[src/rtl/uart_axi_responder.sv]
// uart_axi_responder: AXI4-lite UART-Lite style register block over RX/TX byte-stream FIFOs.
// Read and write channels run independent two-state FSMs; every request gets one response.
module uart_axi_fifo #(
    parameter int DEPTH = 16
) (
    input  logic       clk,
    input  logic       rst,
    input  logic       push,
    input  logic       pop,
    input  logic       flush,
    input  logic [7:0] din,
    output logic [7:0] head,
    output logic       empty,
    output logic       full
);
    localparam int AW = $clog2(DEPTH);
    logic [7:0]  mem [DEPTH];
    logic [AW:0] wp, rp;
    always_comb begin
        empty = wp == rp;
        full  = (wp ^ rp) == {1'b1, {AW{1'b0}}};
        head  = mem[rp[AW-1:0]];
    end
    // flush wins over a same-cycle push/pop, so the FIFO always ends empty
    always_ff @(posedge clk) begin
        if (rst || flush) begin
            wp <= '0;
            rp <= '0;
        end else begin
            if (push) wp <= wp + 1'b1;
            if (pop) rp <= rp + 1'b1;
        end
    end
    always_ff @(posedge clk) begin
        if (push) mem[wp[AW-1:0]] <= din;
    end
endmodule

module uart_axi_responder #(
    parameter int FIFO_DEPTH = 16
) (
    input  logic        clk,
    input  logic        rst,
    input  logic [3:0]  uart_axi_araddr,
    input  logic        uart_axi_arvalid,
    output logic        uart_axi_arready,
    output logic [31:0] uart_axi_rdata,
    output logic [1:0]  uart_axi_rresp,
    output logic        uart_axi_rvalid,
    input  logic        uart_axi_rready,
    input  logic [3:0]  uart_axi_awaddr,
    input  logic        uart_axi_awvalid,
    output logic        uart_axi_awready,
    input  logic [31:0] uart_axi_wdata,
    input  logic [3:0]  uart_axi_wstrb,
    input  logic        uart_axi_wvalid,
    output logic        uart_axi_wready,
    output logic [1:0]  uart_axi_bresp,
    output logic        uart_axi_bvalid,
    input  logic        uart_axi_bready,
    input  logic [7:0]  rx_data,
    input  logic        rx_valid,
    output logic [7:0]  tx_data,
    output logic        tx_valid,
    input  logic        tx_ready
);
    typedef enum logic {W_IDLE, W_RESP} w_state_t;
    typedef enum logic {R_IDLE, R_RESP} r_state_t;
    w_state_t    w_state, w_next;
    r_state_t    r_state, r_next;
    logic        w_hs, ar_hs, ctrl_wr, rd_err;
    logic [1:0]  w_sel, r_sel;
    logic        rx_push, rx_pop, rx_flush, rx_empty, rx_full;
    logic        tx_push, tx_pop, tx_flush, tx_empty, tx_full;
    logic [7:0]  rx_head, tx_head;
    logic        overrun, intr_en, ovr_set, ovr_clr;
    logic [31:0] stat, rd_val;
    logic        unused_bits;
    assign unused_bits = ^{uart_axi_araddr[1:0], uart_axi_awaddr[1:0], uart_axi_wdata[31:5],
                           uart_axi_wdata[3:2], uart_axi_wstrb[3:1]};
    always_comb begin
        r_sel = uart_axi_araddr[3:2];
        w_sel = uart_axi_awaddr[3:2];
        uart_axi_arready = r_state == R_IDLE && !rst;
        ar_hs = uart_axi_arready && uart_axi_arvalid;
        uart_axi_rvalid = r_state == R_RESP;
        r_next = ar_hs ? R_RESP : (uart_axi_rvalid && uart_axi_rready) ? R_IDLE : r_state;
        uart_axi_awready = w_state == W_IDLE && uart_axi_awvalid && uart_axi_wvalid && !rst;
        uart_axi_wready = uart_axi_awready;
        w_hs = uart_axi_awready;
        uart_axi_bvalid = w_state == W_RESP;
        w_next = w_hs ? W_RESP : (uart_axi_bvalid && uart_axi_bready) ? W_IDLE : w_state;
    end
    // a pop frees a slot in the same cycle, so a push to a full FIFO is still taken
    always_comb begin
        ctrl_wr  = w_hs && w_sel == 2'd3 && uart_axi_wstrb[0];
        rx_pop   = ar_hs && r_sel == 2'd0 && !rx_empty;
        rx_push  = rx_valid && (!rx_full || rx_pop);
        rx_flush = ctrl_wr && uart_axi_wdata[1];
        tx_pop   = !tx_empty && tx_ready;
        tx_push  = w_hs && w_sel == 2'd1 && uart_axi_wstrb[0] && (!tx_full || tx_pop);
        tx_flush = ctrl_wr && uart_axi_wdata[0];
        ovr_set  = rx_valid && rx_full && !rx_pop;
        ovr_clr  = ar_hs && r_sel == 2'd2;
        tx_valid = !tx_empty;
        tx_data  = tx_head;
        stat     = {26'd0, overrun, intr_en, tx_full, tx_empty, rx_full, !rx_empty};
        rd_err   = r_sel[0];
        rd_val   = r_sel == 2'd0 ? {24'd0, rx_empty ? 8'h00 : rx_head} :
                   r_sel == 2'd2 ? stat : 32'd0;
    end
    uart_axi_fifo #(.DEPTH(FIFO_DEPTH)) rx_fifo (
        .clk(clk), .rst(rst), .push(rx_push), .pop(rx_pop), .flush(rx_flush),
        .din(rx_data), .head(rx_head), .empty(rx_empty), .full(rx_full)
    );
    uart_axi_fifo #(.DEPTH(FIFO_DEPTH)) tx_fifo (
        .clk(clk), .rst(rst), .push(tx_push), .pop(tx_pop), .flush(tx_flush),
        .din(uart_axi_wdata[7:0]), .head(tx_head), .empty(tx_empty), .full(tx_full)
    );
    always_ff @(posedge clk) begin
        if (rst) begin
            w_state <= W_IDLE;
            r_state <= R_IDLE;
        end else begin
            w_state <= w_next;
            r_state <= r_next;
        end
    end
    // an overrun landing on the same edge as a STAT-read clear keeps the flag set
    always_ff @(posedge clk) begin
        if (rst) begin
            uart_axi_rdata <= '0;
            uart_axi_rresp <= '0;
            uart_axi_bresp <= '0;
            overrun        <= 1'b0;
            intr_en        <= 1'b0;
        end else begin
            if (ar_hs) begin
                uart_axi_rdata <= rd_val;
                uart_axi_rresp <= rd_err ? 2'b10 : 2'b00;
            end
            if (w_hs) uart_axi_bresp <= w_sel[0] ? 2'b00 : 2'b10;
            if (ctrl_wr) intr_en <= uart_axi_wdata[4];
            overrun <= ovr_set || (overrun && !ovr_clr);
        end
    end
endmodule

[config.mk]
export PLATFORM = sky130hd
export DESIGN_NAME = uart_axi_responder
export DESIGN_NICKNAME = d
export VERILOG_FILES = /design/src/rtl/uart_axi_responder.sv
export SDC_FILE = /design/constraint.sdc
export NUM_CORES = 1
export LEC_CHECK = 0
export CAP_MARGIN = 20
export CORE_AREA = 2 2 159 200
export CTS_CLUSTER_SIZE = 20
export DETAILED_ROUTE_END_ITERATION = 8
export DIE_AREA = 0 0 161 202
export SETUP_SLACK_MARGIN = 0.5
export SLEW_MARGIN = 20
export SYNTH_ARGS = -nofsm -noshare
export SYNTH_HDL_FRONTEND = slang
export SYNTH_HIERARCHICAL = 1
export SYNTH_SLANG_ARGS = --single-unit
[constraint.sdc]
create_clock -name clk -period 8.75 [get_ports clk]
set_input_delay 0.875 -clock clk [delete_from_list [all_inputs] [get_ports clk]]
set_output_delay 0.875 -clock clk [all_outputs]
set_load 0.05 [all_outputs]
After elaboration in Yosys (flattened, before gate mapping)
Memory sizes are Yosys's and may differ from the RTL's. A register that Yosys moved wholly into a read port is not among the register bits.
Cells that the tools add are included.

operators by class
  bitwise gates (word level) = 4
  mux-type cells = 17
  $add $sub $neg = 4
  reduce and logical (&&, ||, !) cells = 37
  eq/ne operators = 7

operators with widths
  kind                                                                    count
  1-bit logical AND                                                       22
  5-bit by 1-bit adder with 5-bit output (second input constant)          4
  4-bit two-way mux                                                       4
  8-bit two-way mux                                                       2
  5-bit equality test                                                     2
  5-bit equality test (second input constant)                             2
  5-bit bitwise XOR                                                       2
  1-bit two-way mux                                                       8
  1-bit logical NOT                                                       7
  6-bit two-way mux                                                       1
  1-bit logical OR                                                        5
  2-bit equality test (second input constant)                             2
  2-bit two-way mux                                                       2
  2-bit nonzero test                                                      2
  2-bit by 1-bit equality test with 1-bit output (second input constant)  1
  2-bit logical NOT                                                       1
  1-bit NOT                                                               2

word-level totals
  flip-flop bits (word level) = 60
  output and inout port bits = 50
  memory bits (writable) = 256
  memories = 2
  logic and storage cells = 82

memory list
  name         depth  bits a word  rd ports  clocked after Yosys merged registers in  write ports  RTL line  text
  rx_fifo.mem  16     8            1         1                                        1            17        logic [7:0] mem [DEPTH];
  tx_fifo.mem  16     8            1         1                                        1            17

Logic depth before layout (Yosys ltp)
  word-level depth = 9
  mapped depth = 11

Hierarchy
The synthesis kept the hierarchy.

modules (own cells, without submodules)
  module              instances  area an instance (um2)  cells each  seq. area each (um2)
  uart_axi_fifo       2          5600.4                  280         4124.0
  uart_axi_responder  1          862.1                   101         280.3

Worst setup path before layout
OpenSTA, ideal clock, no wires.

  path kind = in2reg
  start = input port uart_axi_araddr[2]
  end = memory rx_fifo.mem[3][0] (enable)
  arrival time = 2.539 ns
  setup slack = 5.879 ns
  buffers on the path = 1
  setup time = 0.332 ns
  cell stages on the path = 6
  cell sequence = nor2_1 > nor4b_2 > o21a_1 > clkbuf_1 > nor3b_1 > and2_1

on the way
  cells in the longest elaborated chain, start to end = 7

ends and longest elaborated chain
  element                                  RTL line  text
  from (decl)                              44        input logic [3:0] uart_axi_araddr,
  2-bit logical NOT                        97        rx_pop = ar_hs && r_sel == 2'd0 && !rx_empty;
  1-bit logical AND (2 in a row)           97
  via rx_pop                               73        logic rx_push, rx_pop, rx_flush, rx_empty, rx_full;
  1-bit logical OR                         98        rx_push = rx_valid && (!rx_full || rx_pop);
  1-bit logical AND                        98
  via rx_push                              73
  1-bit two-way mux                        35        if (push) mem[wp[AW-1:0]] <= din;
  1-bit two-way mux (not written as such)  35
  to (decl)                                17

The timed path passes the listed nets, and every way through them passes these cells.

==> impl_metrics.tcl <==
set metrics [dict create \
    synth_sequential_area_ratio_pct 70.70 \
    final-setup-viol-count 0 \
    endpoint_of_the_worst_register_to_register_path "rx_fifo/mem[3][1]" \
    htree_num_levels 1 \
    initialDrtViolationCount 386 \
    synth.cell_area_um2 12060 \
    drv_cap 0 \
    remaining_drc_errors 0 \
    worstPathArrival_ns 3.09 \
    detail_route.vias_per_cell 5.083 \
    cts_buffers 29 \
    grt_max_degree 33 \
    cts.root.buffer_cell "clkbuf_16" \
    number_of_instances_on_the_worst_hold_path 2 \
    post_route_cells_drive_above_1_share_pct 12.45 \
    final.setup.worst_slack_ns 4.782 \
    first_pass_grt_wire_length_um 36200 \
    cts.path.max_buffers 3 \
    finalMaxSlewViolations 0 \
    post-place-cells 1093 \
    number_of_buffers_inserted_by_port_buffering 53 \
    detailedPlacementHpwl_um 15440 \
    synth_top_area_share_pct 63.73 \
    min-delay-start "uart_axi_rdata[0]" \
    timing.max_slew.rel_slack_pct 47.92 \
    crit-reg2reg-launch "rx_fifo/wp[2]" \
    die_area_um2 32520 \
    finalCoreUtilization_pct 44.76 \
    finalNonFillerCells 1146 \
    worst_path_cell_chain "mux4_1 > a22oi_1 > nand2_1 > clkdlybuf4s50_1" \
    clock.fmax_mhz 252.0 \
    fin_nets 788 \
    final.period_utilization_pct 45.35 \
    r2r_setup_slack_ns 5.47 \
    max_stage_delay_ns 0.75 \
    critPathSlowestCell "dfxtp_4" \
    min_to "uart_axi_rdata[0]" \
    postSynth.topFlopCell "edfxtp_1" \
    syn_avg_cell_area_um2 18.25 \
    cts-hold-fix-buffers 0 \
    floorplan.core_area_um2 30630 \
    globalplace.congestion 0.7616 \
    critPathKind "flop to primary output" \
    outcome "finished clean" \
    total_power_draw_mw 2.834 \
    synth-edff-count 256 \
    p_leak_nw 4.443 \
    rsz0062_at_grt "false" \
    cellPowerDensity_nw_per_um2 206.7 \
    totalWireLength_um 23490 \
    die_height_um 202 \
    first_global_vias 6237 \
    r2r_cells 8 \
    ys_ff_latch 298 \
    floorplan.die.width_um 161 \
    clock_latency_ns 0.54 \
    post_cts_repair_timing_setup_buffer_count 0 \
    synthTopCellsByArea "edfxtp_1, dfxtp_1, mux4_2" \
    critical_path.max_fanout 32 \
    hold_ws_ns 0.4540 \
    worst_slack_at_placement_ns 4.699 \
    worst-endpoint-required_ns 7.88 \
    layout.cell_area.non_filler_um2 13710 \
    antennaDiodeCount 0 \
    sink_count 298 \
    effective_utilization_at_floorplan_pct 39.38 \
    finalHoldViolations 0 \
    worst_setup_start_kind "flop" \
    area_delta_synth_final_pct 13.66 \
    worst_setup_path_end_kind "primary output" \
    worst-slew-pin-transition_ns 0.7797 \
    total_via_count_in_the_routed_design 5825 \
    min_period_ns 3.968 \
    fin_tns_setup_ns 0 \
    netlist.top_cell.by_area "edfxtp_1" \
    timing.hold.worst.class "flop to flop" \
    antenna_violating_nets_post_route 0 \
    io-pin-count 111 \
    dpl-instance-area_um2 12820 \
    ys.warnings.count 6 \
    post_drt_wl_per_cell_um 20.50 \
    clkSlewWorstSetupHoldPaths_ns 0.06 \
    track_usage_pct 14.48 \
    post_cts_resized 0 \
    yosys.cell_types.count 44 \
    cts_tree "yes" \
    grt_overflow_total 0 \
    antenna_found_initial 0 \
    finClkSkew_ns 0.01960 \
    synth_async_sr_flop_share_pct 0 \
    dr.pass1.iters 8 \
    std_cell_rows 72 \
    ir_drop_worst_case_vdd_mv 0.1862 \
    syn_inst 661 \
]
==> layer usage <==
metal | vias up | part of all wire (%) | GRT usage, %
met5 | - | 0 | 0
met4 | 0 | 1.9 | 3.954
met3 | 35 | 3.2 | 1.867
met2 | 122 | 56 | 27.90
met1 | 3000 | 39 | 16.75
li1 | 2668 | - | -
==> critical path, delay by kind of cell, from the launching register on <==
family,cells,cell delay (ns)
and+or+nand+nor,1,0.10
buffers and inverters,1,0.71
muxes,1,0.64
DFF,1,0.75
AOI/OAI and AO/OA,1,0.34
==> worst max-delay path by stage <==
stage                              endpoint  slack, ns  cells past startpoint
final                            tx_data[1]       4.78                      4
after global routing             tx_data[1]       4.66                      4
after CTS                        tx_data[1]       4.34                      4
after detailed placement  rx_fifo/mem[3][3]       4.70                      5
after global placement    rx_fifo/mem[2][3]       4.81                      5
after floorplan           rx_fifo/mem[3][0]       5.88                      6
==> cell usage after synthesis (8+ instances only) <==
cell      number
edfxtp_1     256
mux4_1        28
nor2b_1        8
dfxtp_1       42
buf_4         29
mux4_2        36
inv_1          8
xnor2_1       12
and2_1        34
nor2_1        34
nand2_1       25
xor2_1        14
ha_1          10
clkbuf_1      11
a22oi_1       36
nand4_1       10
==> layout by cell type, fill, tap and decap left out, types with 2 or more instances in the layout <==
cell and count:
mux4_2 36, nor2_1 34, clkbuf_1 5, dfxtp_1 40, xnor2_1 12, nand3b_1 6
and3b_1 2, inv_1 8, conb_1 26, xor2_1 14, nand4_1 10, o21ai_0 6
buf_4 5, a22oi_1 36, edfxtp_1 256, nor3b_1 3, a22o_1 2, mux4_1 28
nor2b_1 8, and2b_1 2, clkinv_4 4, or2_2 2, clkinv_1 5, and2_1 34
and3_1 2, nand2_1 25, ha_1 10, a21oi_1 4, nand2b_1 3, clkbuf_16 29
clkinv_2 6, clkdlybuf4s50_1 53, mux2i_1 4
==> registers in the layout, indices dropped and copies added (netlist names), 5 cells and up, named ones only <==
signal          cells
rx_fifo/rp          5
tx_fifo/mem       128
uart_axi_rdata      8
rx_fifo/mem       128
tx_fifo/wp          5
rx_fifo/wp          5
tx_fifo/rp          5
==> logic make-up (layout without fill, tap and decap cells) <==
kind of cell | after synthesis | in the layout | share of synthesized area (%)
AO/OA/AOI/OAI | 53 | 53 | 3.102
XOR/XNOR | 26 | 26 | 1.888
AND/OR/NAND/NOR | 138 | 138 | 6.265
adder cells (fa/ha/maj) | 10 | 10 | 1.037
flip-flops | 298 | 298 | 70.70
buffers and inverters | 66 | 119 | 3.703
multiplexers | 69 | 69 | 13.28
other | 1 | 26 | 0.03109
==> area by class of cell <==
cell class,count,area [um^2]
fill,2678,16920
timing repair buffer,58,568.0
tap,407,509.2
multi-input combinational,322,3182
inverter,8,30.03
clock inverter,18,130.1
clock buffer,35,758.2
sequential,298,8533
==> power by group <==
group	internal (mW)	switching (mW)
registers	1.55	0.00666
clock network	0.648	0.501
logic	0.0393	0.0873
Power figures use the tool's default switching activity.
==> RTL change: new RTL, same flow settings <==
Change the parameter `FIFO_DEPTH` from 16 to 64.
--- a/src/rtl/uart_axi_responder.sv
+++ b/src/rtl/uart_axi_responder.sv
@@ -37,7 +37,7 @@
 endmodule
 
 module uart_axi_responder #(
-    parameter int FIFO_DEPTH = 16
+    parameter int FIFO_DEPTH = 64
 ) (
     input  logic        clk,
     input  logic        rst,
Function: no difference found for any inputs over 4 cycles, from zero or initial values and one cycle with rst high; that may be too few to reach the edited logic, so the function may still have changed.
==> RTL change against the original RTL <==
  * The run now fails in global placement without I/O (3_1_place_gp_skip_io)
  * Area after synthesis grew to 3.5 times the old value
==> RTL change: results (changes against the original RTL) <==
| Metric | Value |
|---|---|
| Post-synthesis sequential area ratio | 74.8% (+4.1 points) |
| Top cells by area, synth | edfxtp_1, mux4_2, dfxtp_1 |
| Err | [ERROR GPL-0301] Utilization 145.381 % exceeds 100%. |
| EDFF count, synth | 1,024 (+300%) |
| Post-synth top cells | edfxtp_1, mux4_2, nor2_1, mux2i_1, clkbuf_1 |
| Syn. warnings | 6 (unchanged) |
| Outcome | aborted with a tool error |
| Ys async rst share | 0% (unchanged) |
| Stopped at | global placement without I/O (3_1_place_gp_skip_io) |
| Mapped Cells | 2,178 (+230%) |
| FF+latch count, synth | 1,078 (+260%) |
| Cell row count | 72 (unchanged) |
| Post-synth cell types | 59 (+34%) |
## RTL change: cell families after synthesis
logic type / after synthesis / share of synthesized area, %
multiplexers: 348 / 15.0
adder cells (fa/ha/maj): 4 / 0.118
AND/OR/NAND/NOR: 367 / 4.12
other: 1 / 0.00882
AO/OA/AOI/OAI: 197 / 3.17
flip-flops: 1078 / 74.8
XOR/XNOR: 28 / 0.577
buffers and inverters: 155 / 2.20
